==> src/rtl/sum_byte_serializer_pkg.sv <==
// Shared definitions for the sum byte serializer.
// Holds the default word and byte widths, the values derived from them,
// and the serializer state encoding.
package sum_byte_serializer_pkg;

  localparam int SBS_DATA_W     = 32;
  localparam int SBS_BYTE_W     = 8;
  localparam int BYTES_PER_WORD = SBS_DATA_W / SBS_BYTE_W;
  localparam int IDX_W          = $clog2(BYTES_PER_WORD);

  typedef enum logic {
    IDLE  = 1'b0,
    SHIFT = 1'b1
  } state_e;

endpackage

==> src/rtl/sum_byte_serializer_fifo.sv <==
// sum_word_fifo: synchronous FIFO that buffers completed sum words.
// Ports:
//   clk, rst          clock and asynchronous active-high reset
//   push, din         write din at the tail (ignored when full)
//   pop, dout         dout shows the head; pop advances it (ignored when empty)
//   count, full, empty occupancy status, all taken from registered state
module sum_word_fifo #(
  parameter int WIDTH = 32,
  parameter int DEPTH = 2
) (
  input  logic                       clk,
  input  logic                       rst,
  input  logic                       push,
  input  logic                       pop,
  input  logic [WIDTH-1:0]           din,
  output logic [WIDTH-1:0]           dout,
  output logic [$clog2(DEPTH+1)-1:0] count,
  output logic                       full,
  output logic                       empty
);

  localparam int PTR_W = (DEPTH > 1) ? $clog2(DEPTH) : 1;
  localparam int CNT_W = $clog2(DEPTH+1);
  localparam logic [PTR_W-1:0] PTR_MAX = PTR_W'(DEPTH - 1);

  logic [WIDTH-1:0] mem_q [DEPTH];
  logic [PTR_W-1:0] wr_ptr_q, wr_ptr_d;
  logic [PTR_W-1:0] rd_ptr_q, rd_ptr_d;
  logic [CNT_W-1:0] count_q, count_d;
  logic             do_push, do_pop;

  assign full    = (count_q == CNT_W'(DEPTH));
  assign empty   = (count_q == '0);
  assign count   = count_q;
  assign dout    = mem_q[rd_ptr_q];
  assign do_push = push && !full;
  assign do_pop  = pop && !empty;

  always_comb begin
    wr_ptr_d = wr_ptr_q;
    rd_ptr_d = rd_ptr_q;
    count_d  = count_q;
    // Explicit wrap so non-power-of-2 pointer widths (DEPTH=1) stay in range.
    if (do_push) wr_ptr_d = (wr_ptr_q == PTR_MAX) ? '0 : wr_ptr_q + 1'b1;
    if (do_pop)  rd_ptr_d = (rd_ptr_q == PTR_MAX) ? '0 : rd_ptr_q + 1'b1;
    case ({do_push, do_pop})
      2'b10:   count_d = count_q + 1'b1;
      2'b01:   count_d = count_q - 1'b1;
      default: count_d = count_q;
    endcase
  end

  always_ff @(posedge clk or posedge rst) begin
    if (rst) begin
      wr_ptr_q <= '0;
      rd_ptr_q <= '0;
      count_q  <= '0;
    end else begin
      wr_ptr_q <= wr_ptr_d;
      rd_ptr_q <= rd_ptr_d;
      count_q  <= count_d;
    end
  end

  // Storage carries no reset; occupancy is tracked by count_q alone.
  always_ff @(posedge clk) begin
    if (do_push) mem_q[wr_ptr_q] <= din;
  end

endmodule

==> src/rtl/sum_byte_serializer.sv <==
// sum_byte_serializer: buffers 32-bit adder sums and streams them out one
// byte per cycle, least-significant byte first.
// Ports:
//   clk, rst                      clock, asynchronous active-high reset
//   in_valid/in_ready/in_sum      word ingress handshake
//   out_valid/out_ready/out_byte  byte egress handshake
//   out_idx                       byte position within the word (0 = LSB)
//   out_last                      marks the most-significant byte
//   busy                          FIFO non-empty or serializer active
module sum_byte_serializer
  import sum_byte_serializer_pkg::*;
#(
  parameter int DATA_W     = SBS_DATA_W,
  parameter int BYTE_W     = SBS_BYTE_W,
  parameter int FIFO_DEPTH = 2
) (
  input  logic                                clk,
  input  logic                                rst,
  input  logic                                in_valid,
  output logic                                in_ready,
  input  logic [DATA_W-1:0]                   in_sum,
  output logic                                out_valid,
  input  logic                                out_ready,
  output logic [BYTE_W-1:0]                   out_byte,
  output logic [$clog2(DATA_W/BYTE_W)-1:0]    out_idx,
  output logic                                out_last,
  output logic                                busy
);

  localparam int BPW = DATA_W / BYTE_W;
  localparam int IW  = $clog2(BPW);
  localparam logic [IW-1:0] LAST_IDX = IW'(BPW - 1);

  state_e                     state_q, state_d;
  logic [DATA_W-1:0]          shreg_q, shreg_d;
  logic [IW-1:0]              idx_q, idx_d;
  logic                       out_valid_q, out_valid_d;

  logic                       fifo_pop, fifo_empty, fifo_full;
  logic [DATA_W-1:0]          fifo_dout;
  logic [$clog2(FIFO_DEPTH+1)-1:0] fifo_count;
  logic                       hs, is_last;

  // Ready depends on registered occupancy only: no path from out_ready,
  // so a full FIFO refuses a word even when a pop happens that cycle.
  assign in_ready = !fifo_full && !rst;

  sum_word_fifo #(
    .WIDTH (DATA_W),
    .DEPTH (FIFO_DEPTH)
  ) u_fifo (
    .clk   (clk),
    .rst   (rst),
    .push  (in_valid && in_ready),
    .pop   (fifo_pop),
    .din   (in_sum),
    .dout  (fifo_dout),
    .count (fifo_count),
    .full  (fifo_full),
    .empty (fifo_empty)
  );

  assign hs      = out_valid_q && out_ready;
  assign is_last = (idx_q == LAST_IDX);

  always_comb begin
    state_d     = state_q;
    shreg_d     = shreg_q;
    idx_d       = idx_q;
    out_valid_d = out_valid_q;
    fifo_pop    = 1'b0;
    case (state_q)
      IDLE: begin
        if (!fifo_empty) begin
          fifo_pop    = 1'b1;
          shreg_d     = fifo_dout;
          idx_d       = '0;
          out_valid_d = 1'b1;
          state_d     = SHIFT;
        end
      end
      SHIFT: begin
        if (hs) begin
          if (!is_last) begin
            shreg_d = shreg_q >> BYTE_W;
            idx_d   = idx_q + 1'b1;
          end else if (!fifo_empty) begin
            // Reload on the last byte's handshake: no bubble between words.
            fifo_pop = 1'b1;
            shreg_d  = fifo_dout;
            idx_d    = '0;
          end else begin
            out_valid_d = 1'b0;
            idx_d       = '0;
            state_d     = IDLE;
          end
        end
      end
      default: state_d = IDLE;
    endcase
  end

  always_ff @(posedge clk or posedge rst) begin
    if (rst) begin
      state_q     <= IDLE;
      shreg_q     <= '0;
      idx_q       <= '0;
      out_valid_q <= 1'b0;
    end else begin
      state_q     <= state_d;
      shreg_q     <= shreg_d;
      idx_q       <= idx_d;
      out_valid_q <= out_valid_d;
    end
  end

  // Data outputs are gated so an idle block shows zeros, not stale bytes.
  assign out_valid = out_valid_q;
  assign out_byte  = out_valid_q ? shreg_q[BYTE_W-1:0] : '0;
  assign out_idx   = out_valid_q ? idx_q : '0;
  assign out_last  = out_valid_q && is_last;
  assign busy      = (fifo_count != '0) || (state_q != IDLE);

endmodule

==> config.mk <==
export PLATFORM = sky130hd
export DESIGN_NAME = sum_byte_serializer
export DESIGN_NICKNAME = d
export VERILOG_FILES = /design/src/rtl/sum_byte_serializer_pkg.sv /design/src/rtl/sum_byte_serializer_fifo.sv /design/src/rtl/sum_byte_serializer.sv
export SDC_FILE = /design/constraint.sdc
export NUM_CORES = 1
export LEC_CHECK = 0
export ABC_AREA = 1
export CORE_AREA = 2 2 107 109
export DETAILED_ROUTE_END_ITERATION = 16
export DIE_AREA = 0 0 109 111
export GPL_TIMING_DRIVEN = 1
export PLACE_DENSITY = 0.63
export SLEW_MARGIN = 30
export SYNTH_ARGS = -nofsm -noshare
export SYNTH_HDL_FRONTEND = slang
export SYNTH_SLANG_ARGS = --single-unit
==> constraint.sdc <==
create_clock -name clk -period 3.2 [get_ports clk]
set_clock_uncertainty 0.05 [all_clocks]
set_input_delay 0.64 -clock clk [delete_from_list [all_inputs] [get_ports clk]]
set_output_delay 0.64 -clock clk [all_outputs]
set_load 0.01 [all_outputs]
==> flow_summary.json, run 1 <==
{
  "leakage_nw": 2.879,
  "p_comb_share_pct": 35.9,
  "port_buffers": 49,
  "h-tree-depth": 3,
  "post-route-drc-count": 0,
  "grt_pass1_vias": 3362,
  "ys_ff_latch": 104,
  "use_met2_pct": 27.12,
  "setup_viol": 0,
  "area_growth_pct": 19.67,
  "grt_use_met3_pct": 2.469,
  "synth_ff_type": "edfxtp_1",
  "die-area_mm2": 0.01210,
  "fmax_mhz": 394.2,
  "grt_start_max_net_pins": 41,
  "grt_use_met1_pct": 23.26,
  "slowest_delay_ns": 0.58,
  "clk_path_buf_depth": 2,
  "fin_tns_setup_ns": 0,
  "grt.overflow.total": 0,
  "wirelength_mm": 9.422,
  "required_ns": 2.51,
  "maxSlewHeadroom_pct": 59.03,
  "root_buffer": "clkbuf_16",
  "cts_resized": 0,
  "hold_class": "reg -> reg",
  "clkTransAtPathRegs_ns": 0.06,
  "rsz0062_at_grt": "no",
  "cts_tree": "built",
  "synth_area_mm2": 0.004796,
  "nFillCells": 1048,
  "grt_busiest_layer": "met2",
  "cap_violations": 0,
  "grt_usage_pct": 17.12,
  "num_vias": 3461,
  "critPathArrivalTime_ns": 1.85,
  "dp_cells": 721,
  "yosysSeqAreaShare_pct": 60.94,
  "cp_max_fo": 3,
  "pwr-share-clk_pct": 23.8,
  "num_antenna_cells": 0,
  "async_flop_share_pct": 38.46,
  "worstMarginPinSlew_ns": 0.6131,
  "power.density_mw_per_mm2": 852.7,
  "syn_nets": 582,
  "p_sw_mw": 1.799,
  "ant_nets": 0,
  "avgSynthCellArea_um2": 8.816,
  "fin_total_pwr_mw": 4.894,
  "crit_type": "in -> out",
  "post_cts_buffers": 0,
  "die_y_um": 111,
  "synth_edf_count": 64,
  "crit_path_end_kind": "output port",
  "p_sw_share_pct": 36.75,
  "viasPerCell": 4.696,
  "yosys_warnings": 0,
  "period_share_pct": 79.28,
  "clock_latency_ns": 0.35,
  "antenna_found_initial": 0,
  "dpl.hpwl_mm": 6.128,
  "row_count": 39,
  "drive_gt1_share_pct": 5.724,
  "drv_slew": 0,
  "cts_hold_buf": 0,
  "drtIter0Drc": 196,
  "cts_sinks": 104,
  "p_int_mw": 3.095,
  "synth_cell_type_count": 24,
  "core_mm2": 0.01108,
  "ir_worst_vdd_mv": 0.3155,
  "crit_path_frequent_cell": "clkdlybuf4s50_1",
  "slowest_stage": "clkdlybuf4s50_1",
  "fin_nets": 627,
  "postPlaceCellArea_mm2": 0.005408,
  "start_kind": "input port",
  "final_area_mm2": 0.005739,
  "place.gp.congestion": 0.7751,
  "wl_per_cell_um": 12.78,
  "hold_viol": 0,
  "status": "finished, final reports clean",
  "fin_ws_ns": 0.6630,
  "crit_chain": "clkdlybuf4s50_1, a21oi_1, clkdlybuf4s50_1",
  "first_pass_iters": 5,
  "postSynthCellCount": 544,
  "die_width_um": 109,
  "pin_count": 50,
  "start_util_pct": 43.30,
  "pwr-share-seq_pct": 40.3,
  "min_period_ns": 2.537,
  "dp_slack_ns": 0.6452,
  "grt_first_pass_wirelength_mm": 15.92,
  "stdcell_count": 737,
  "numCtsBuffers": 9
}
## final timing paths
path	startpoint	to	slack, ns	depth (start not counted)
max in group asynchronous	rst	shreg_q[4]	2.02	3
min reg2reg	u_fifo.wr_ptr_q	u_fifo.wr_ptr_q	0.43	2
max	rst	in_ready	0.66	3
min in group asynchronous	rst	shreg_q[29]	0.71	3
min	u_fifo.wr_ptr_q	u_fifo.wr_ptr_q	0.43	2
max reg2reg	idx_q[0]	u_fifo.count[1]	1.00	9
## cell usage in the layout (no fill, tap or decap)
master / instances
nand2_1: 205
inv_1: 98
edfxtp_1: 64
clkdlybuf4s50_1: 49
dfrtp_1: 40
a21oi_1: 29
nand3_1: 27
o21ai_0: 23
nor2_1: 16
clkbuf_16: 12
inv_2: 4
buf_4: 4
nand2_2: 3
nor2_2: 2
nand2_4: 2
xor2_1: 2
o21ai_1: 2
ha_1: 2
buf_12: 2
nor2_4: 1
xnor2_1: 1
or2_2: 1
nor3_1: 1
clkbuf_8: 1
clkbuf_1: 1
clkinv_2: 1
clkinv_4: 1
## flip-flops by register name (all words and copies together) (netlist names)
signal / count
state_q: 1
idx_q: 2
u_fifo.rd_ptr_q: 1
out_valid: 1
u_fifo.count: 2
u_fifo.mem_q: 64
u_fifo.wr_ptr_q: 1
shreg_q: 32
## critical path: cells and delay by family
family,cells,cell delay [ns]
AOI/OAI and AO/OA,1,0.21
buffers and inverters,2,1.00
## power by group through the flow
stage,combinational (mW),clock (mW),sequential (mW)
after CTS,1.79,1.19,1.97
after global placement,1.75,0,1.99
after detailed placement,1.79,0,2.00
final,1.76,1.17,1.97
after floorplan,1.32,0,1.93
after global routing,2.02,1.24,2.02
## per-layer routing
metal	part of all wire, %	vias to the layer above
li1	-	1762
met1	46	1619
met2	48	68
met3	4.1	12
met4	2.0	0
met5	0	-
## metrics by stage
step | hold WS, ns | utilization (%)
floorplan | 0.3919 | -
CTS | 0.4411 | 51.81
global placement | 0.4081 | 48.82
detailed placement | 0.4255 | 48.82
global route | 0.4687 | 51.81
finish | 0.4319 | 51.81
## logic make-up after synthesis
kind of cell	after synthesis	synth area share, %
AND/OR/NAND/NOR	258	21.65
buffers and inverters	123	10.70
flip-flops	104	60.94
AO/OA/AOI/OAI	54	5.635
XOR/XNOR	3	0.5480
adder cells (fa/ha/maj)	2	0.5217
## cells in the mapped netlist (3+ instances only)
cell | n | area share (%)
clkbuf_1 | 3 | 0.23
nor2_1 | 17 | 1.3
inv_2 | 3 | 0.23
dfrtp_1 | 40 | 21
buf_4 | 4 | 0.63
buf_6 | 3 | 0.70
edfxtp_1 | 64 | 40
nand3_1 | 27 | 2.8
o21ai_0 | 23 | 2.4
inv_1 | 99 | 7.7
a21oi_1 | 29 | 3.0
nand2_2 | 3 | 0.39
nand2_1 | 205 | 16
buf_2 | 10 | 1.0
## area by class of cell
| class | instances | area (um^2) | share of cell area (%) |
|---|---|---|---|
| Sequential cell | 104 | 2923 | 50.93 |
| Clock inverter | 2 | 13.76 | 0.2398 |
| Multi-Input combinational cell | 317 | 1363 | 23.74 |
| Inverter | 102 | 382.9 | 6.671 |
| Clock buffer | 14 | 317.8 | 5.537 |
| Timing Repair Buffer | 55 | 560.5 | 9.767 |
| Tap cell | 143 | 178.9 | 3.118 |
Note: power is estimated with default switching activity, not from simulation.
==> run 2, diff against run 1 <==
- PLACE_DENSITY: 0.63 -> 0.66
- clock period: 3.2 -> 2 ns (I/O delays scaled with it)
==> run 2 against run 1 <==
Combinational power up 68%. Hold slack worse by 0.0096 ns. Count of clock-buffer cells in the layout up 1. First-iteration DRC count up 23%. Die area unchanged. Total power up 63%. Global-route usage down 0.41 points. Utilization up 1.1 points. Critical path depth down 2. Critical path type is now reg -> out. Largest power group unchanged. Highest routed layer unchanged.
==> flow_summary.json, run 2 (synthesized netlist as in run 1, its figures left out) <==
{
  "clock_latency_ns": 0.34,
  "numCtsBuffers": 9,
  "required_ns": 1.55,
  "ant_nets": 0,
  "wirelength_mm": 9.352,
  "row_count": 39,
  "fmax_mhz": 537.2,
  "stdcell_count": 749,
  "setup_viol": 0,
  "crit_chain": "clkdlybuf4s50_1",
  "pin_count": 50,
  "cap_violations": 0,
  "p_int_mw": 5.094,
  "num_antenna_cells": 0,
  "grt_start_max_net_pins": 41,
  "leakage_nw": 3.016,
  "core_mm2": 0.01108,
  "min_period_ns": 1.861,
  "regMostFlops": "u_fifo.mem_q",
  "cts_hold_buf": 0,
  "antenna_found_initial": 0,
  "period_share_pct": 93.07,
  "drtIter0Drc": 241,
  "p_comb_share_pct": 36.9,
  "final_area_mm2": 0.005866,
  "postPlaceCellArea_mm2": 0.005477,
  "slowest_delay_ns": 0.58,
  "dp_cells": 729,
  "maxSlewHeadroom_pct": 65.41,
  "die_y_um": 111,
  "die-area_mm2": 0.01210,
  "cp_top_family": "buffers and inverters",
  "viasPerCell": 4.688,
  "status": "finished, final reports clean",
  "power.density_mw_per_mm2": 1362,
  "fin_ws_ns": 0.1386,
  "pwr-share-seq_pct": 39.6,
  "ir_worst_vdd_mv": 0.5918,
  "rsz0062_at_grt": "no",
  "grt_usage_pct": 16.71,
  "clk_path_buf_depth": 2,
  "critPathArrivalTime_ns": 1.41,
  "fin_nets": 639,
  "crit_type": "reg -> out",
  "p_sw_share_pct": 36.24,
  "worstMarginPinSlew_ns": 0.5188,
  "grt_pass1_vias": 3464,
  "start_util_pct": 43.30,
  "cts_sinks": 104,
  "dp_slack_ns": -0.06404,
  "grt.overflow.total": 0,
  "p_sw_mw": 2.895,
  "largestRegisters": "u_fifo.mem_q x64, shreg_q x32",
  "hold_class": "reg -> reg",
  "port_buffers": 49,
  "cp_max_fo": 11,
  "drv_slew": 0,
  "slowest_stage": "clkdlybuf4s50_1",
  "first_pass_iters": 5,
  "root_buffer": "clkbuf_16",
  "clkTransAtPathRegs_ns": 0.07,
  "num_vias": 3511,
  "place.gp.congestion": 0.7446,
  "final_common_cell": "nand2_1",
  "die_width_um": 109,
  "dpl.hpwl_mm": 5.889,
  "crit_path_end_kind": "output port",
  "area_growth_pct": 22.31,
  "drive_gt1_share_pct": 8.251,
  "cts_tree": "built",
  "final_cell_mix": "nand2_1, inv_1, edfxtp_1",
  "critPathBufInv": 1,
  "wl_per_cell_um": 12.49,
  "h-tree-depth": 3,
  "grt_first_pass_wirelength_mm": 15.61,
  "largest_reg_flops": 64,
  "post-route-drc-count": 0,
  "start_kind": "register",
  "pwr-share-clk_pct": 23.5,
  "hold_viol": 0
}
[run 2: cell count changes in the layout (fill, tap and decap cells not counted), sizes merged]
cell,previous run,this run
clkinvlp,0,1
clkbuf,14,15
clkdlybuf4s50,49,36
buf,6,18
dlymetal6s2s,0,6
inv,102,101
bufinv,0,1
clkinv,2,0
dlygate4sd2,0,7
[run 2: layer usage]
| metal | track usage (%) | part of all wire, % | vias up | wire length [um] |
|---|---|---|---|---|
| met4 | 5.812 | 1.5 | 0 | 136 |
| met5 | 0 | 0 | - | 0 |
| li1 | - | - | 1790 | - |
| met1 | 20.19 | 43 | 1652 | 4046 |
| met2 | 28.61 | 51 | 62 | 4760 |
| met3 | 4.292 | 4.4 | 7 | 407 |
[run 2: power by group through the flow]
| stage | clock network (mW) | registers (mW) | logic (mW) |
|---|---|---|---|
| final | 1.88 | 3.16 | 2.95 |
| after CTS | 1.91 | 3.17 | 2.97 |
| after global routing | 1.99 | 3.23 | 3.39 |
| after detailed placement | 0 | 3.20 | 2.94 |
| after floorplan | 0 | 3.09 | 2.12 |
| after global placement | 0 | 3.17 | 2.87 |
[run 2: metrics by stage]
| stage | hold WS [ns] | util (%) | power (mW) | TNS [ns] |
|---|---|---|---|---|
| 6_report | 0.4223 | 52.95 | 7.989 | 0 |
| 5_1_grt | 0.4347 | 52.95 | 8.608 | 0 |
| 4_1_cts | 0.4267 | 52.67 | 8.051 | -0.04896 |
| 3_5_place_dp | 0.4119 | 49.44 | 6.142 | -0.7441 |
| 3_3_place_gp | 0.4043 | 49.44 | 6.042 | -0.03814 |
| 2_1_floorplan | 0.3919 | - | 5.212 | 0 |
[run 2: cell type report]
cell class,count,area [um^2]
repair buffers,67,656.9
clock inverters,1,30.03
flip-flops and latches,104,2927
clock buffers,15,300.3
fillers,991,5211
inverters,102,386.6
well taps,143,178.9
multi-input cells,317,1386
[run 2: final timing paths]
check | depth (start not counted) | startpoint | endpoint | slack [ns]
max | 1 | out_valid | out_valid | 0.14
min | 2 | u_fifo.wr_ptr_q | u_fifo.wr_ptr_q | 0.42
max reg2reg | 9 | out_valid | u_fifo.count[1] | 0.20
min reg2reg | 2 | u_fifo.wr_ptr_q | u_fifo.wr_ptr_q | 0.42
max in group asynchronous | 3 | rst | state_q | 1.03
min in group asynchronous | 3 | rst | u_fifo.wr_ptr_q | 0.48
[run 2: repair_timing]
item,4_1_cts,5_1_grt
resized for setup,13,7
pin swaps,0,0
setup buffers,2,2
setup endpoints to repair,13,6
==> run 3, diff against run 2 <==
- CAP_MARGIN: not set -> 0
- SYNTH_HIERARCHICAL: not set -> 1
==> run 3 against run 2 <==
Critical path depth is 3 higher. Final cell count down 0.93%. Via count is 0.74% higher. Sequential power is 3% lower. Total power increased by 1.0%. First-iteration DRC count rose by 5.8%. Flip-flop and latch count unchanged. Cell area increased by 0.83%.
==> flow_summary.json, run 3 <==
{
  "yosysSeqAreaShare_pct": 61.10,
  "leakage_nw": 2.835,
  "regMostFlops": "u_fifo/mem_q",
  "ant_nets": 0,
  "fin_total_pwr_mw": 8.070,
  "antenna_found_initial": 0,
  "synth_edf_count": 64,
  "p_int_mw": 5.215,
  "h-tree-depth": 3,
  "min_period_ns": 1.946,
  "hold_viol": 0,
  "slowest_stage": "clkdlybuf4s50_1",
  "maxSlewHeadroom_pct": 77.46,
  "cts_hold_buf": 0,
  "whs_ns": 0.4070,
  "root_buffer": "clkbuf_16",
  "first_pass_iters": 4,
  "fmax_mhz": 513.9,
  "stdcell_count": 742,
  "clk_path_buf_depth": 2,
  "cp_max_fo": 5,
  "slowest_delay_ns": 0.54,
  "core_mm2": 0.01108,
  "fin_tns_setup_ns": 0,
  "largest_reg_flops": 64,
  "num_vias": 3537,
  "viasPerCell": 4.767,
  "post-route-drc-count": 0,
  "power.density_mw_per_mm2": 1365,
  "ir_worst_vdd_mv": 0.8311,
  "cap_violations": 0,
  "grt_usage_pct": 16.69,
  "yosys_warnings": 6,
  "synth_ff_type": "edfxtp_1",
  "p_sw_share_pct": 35.38,
  "grt_start_max_net_pins": 67,
  "drive_gt1_share_pct": 8.681,
  "crit_type": "reg -> out",
  "hold_class": "in -> async",
  "dpl.hpwl_mm": 5.984,
  "start_kind": "register",
  "postSynthCellCount": 535,
  "wl_met2_mm": 4.822,
  "crit_chain": "buf_12, nand2_1, inv_1, clkdlybuf4s50_1",
  "pwr-share-clk_pct": 24.3,
  "r2r_slack_ns": 0.25,
  "cts_sinks": 104,
  "cts_tree": "built",
  "drv_slew": 0,
  "required_ns": 1.55,
  "p_sw_mw": 2.855,
  "final_common_cell": "nand2_1",
  "dr.max_layer_used": "met4",
  "syn_nets": 573,
  "wirelength_mm": 9.244,
  "p_comb_share_pct": 37.5,
  "grt.overflow.total": 0,
  "synth_commonest_cells": "nand2_1, inv_1, edfxtp_1",
  "pin_count": 50,
  "numCtsBuffers": 9,
  "synth_area_mm2": 0.004783,
  "port_buffers": 49,
  "grt_first_pass_wirelength_mm": 15.91,
  "nFillCells": 1003,
  "synth_top_area_share_pct": 40.18,
  "clock_latency_ns": 0.33,
  "start_util_pct": 43.18,
  "yosysMostFrequentCell": "nand2_1",
  "dp_cells": 722,
  "die_y_um": 111,
  "period_share_pct": 97.29,
  "worstMarginPinSlew_ns": 0.3359,
  "row_count": 39,
  "status": "finished, final reports clean",
  "wl_per_cell_um": 12.46,
  "crit_path_end_kind": "output port",
  "final_cell_mix": "nand2_1, inv_1, edfxtp_1",
  "yosys.area.top_type": "edfxtp_1",
  "rsz0062_at_grt": "no",
  "setup_viol": 0,
  "utilization_pct": 53.39,
  "critPathArrivalTime_ns": 1.50,
  "met3_length_um": 323,
  "die_width_um": 109,
  "fin_nets": 632,
  "largestRegisters": "u_fifo/mem_q x64, shreg_q x32",
  "met1Wirelength_mm": 3.993,
  "synth_area_leaders": "edfxtp_1, dfrtp_1, nand2_1",
  "reg2reg_from": "u_fifo/count[0]",
  "num_antenna_cells": 0,
  "place.gp.congestion": 0.7762,
  "die-area_mm2": 0.01210,
  "drtIter0Drc": 255,
  "ys_ff_latch": 104,
  "ff2ff_path_depth": 12,
  "pwr-share-seq_pct": 38.2,
  "area_growth_pct": 23.65,
  "avgSynthCellArea_um2": 8.941,
  "synth_cell_type_count": 21,
  "r2r_end": "u_fifo/count[1]",
  "grt_pass1_vias": 3488,
  "clkTransAtPathRegs_ns": 0.07,
  "async_flop_share_pct": 38.46
}
run 3: cell types whose count changed after synthesis, moves of 8 or more:
cell	before	now
inv_1	99	87
nand3_1	27	52
o21ai_1	2	22
nand2_1	205	197
nor2_1	17	6
a21oi_1	29	7
run 3: logic make-up after synthesis:
kind of cell,after synthesis,share of synthesized area (%)
and+or+nand+nor,261,22.31
xor gates and xnor gates,1,0.1831
AOI/OAI and AO/OA,52,5.441
DFF,104,61.10
adders and majority gates,2,0.5231
buffers and inverters,115,10.44
run 3: worst max-delay path by stage:
stage | slack, ns | startpoint | to | cells past startpoint
finish | 0.05 | out_valid | out_byte[7] | 4
CTS | 0.0007 | idx_q[1] | out_last | 4
global route | 0.003 | out_valid | out_byte[4] | 4
global placement | -0.08 | in_valid | u_fifo/count[1] | 8
detailed placement | -0.11 | in_valid | u_fifo/count[1] | 8
floorplan | 0.05 | u_fifo/count[0] | u_fifo/mem_q[0][0] | 4
run 3: power groups by stage:
stage | sequential (mW) | combinational, mW | clock [mW]
3_5_place_dp | 3.13 | 2.95 | 0
3_3_place_gp | 3.11 | 2.89 | 0
4_1_cts | 3.09 | 3.05 | 2.01
2_1_floorplan | 3.06 | 2.11 | 0
6_report | 3.08 | 3.03 | 1.96
5_1_grt | 3.14 | 3.49 | 2.10
run 3: layout make-up:
type	instances	area (um^2)	share of cell area, %
sequential	104	2925	49.46
multi-input combinational	316	1386	23.44
tap	143	178.9	3.025
inverter	91	341.6	5.775
timing repair buffer	72	744.5	12.59
clock inverter	6	108.9	1.840
clock buffer	10	229.0	3.871
run 3: per-layer routing:
layer,vias up,GRT usage (%)
met5,-,0
met4,0,6.410
met3,9,2.822
met2,58,28.45
met1,1673,20.96
li1,1797,-
run 3: worst max-delay path, delay by kind of cell (launching register included):
kind                   cells  cell delay [ns]
buffers and inverters      3             0.72
flip-flops                 1             0.40
AND/OR/NAND/NOR            1             0.05
run 3: per-stage QoR:
step / setup slack (ns) / cell area (um^2)
2_1_floorplan: 0.04819 / 4791
3_3_place_gp: -0.08282 / 5497
3_5_place_dp: -0.1145 / 5497
4_1_cts: 0.0007048 / 5874
5_1_grt: 0.003003 / 5914
6_report: 0.05420 / 5914
run 3: repair_timing:
item,in CTS,in global routing
setup buffers,2,2
setup endpoints to repair,9,13
gates resized for setup,4,11
pin swaps,0,0
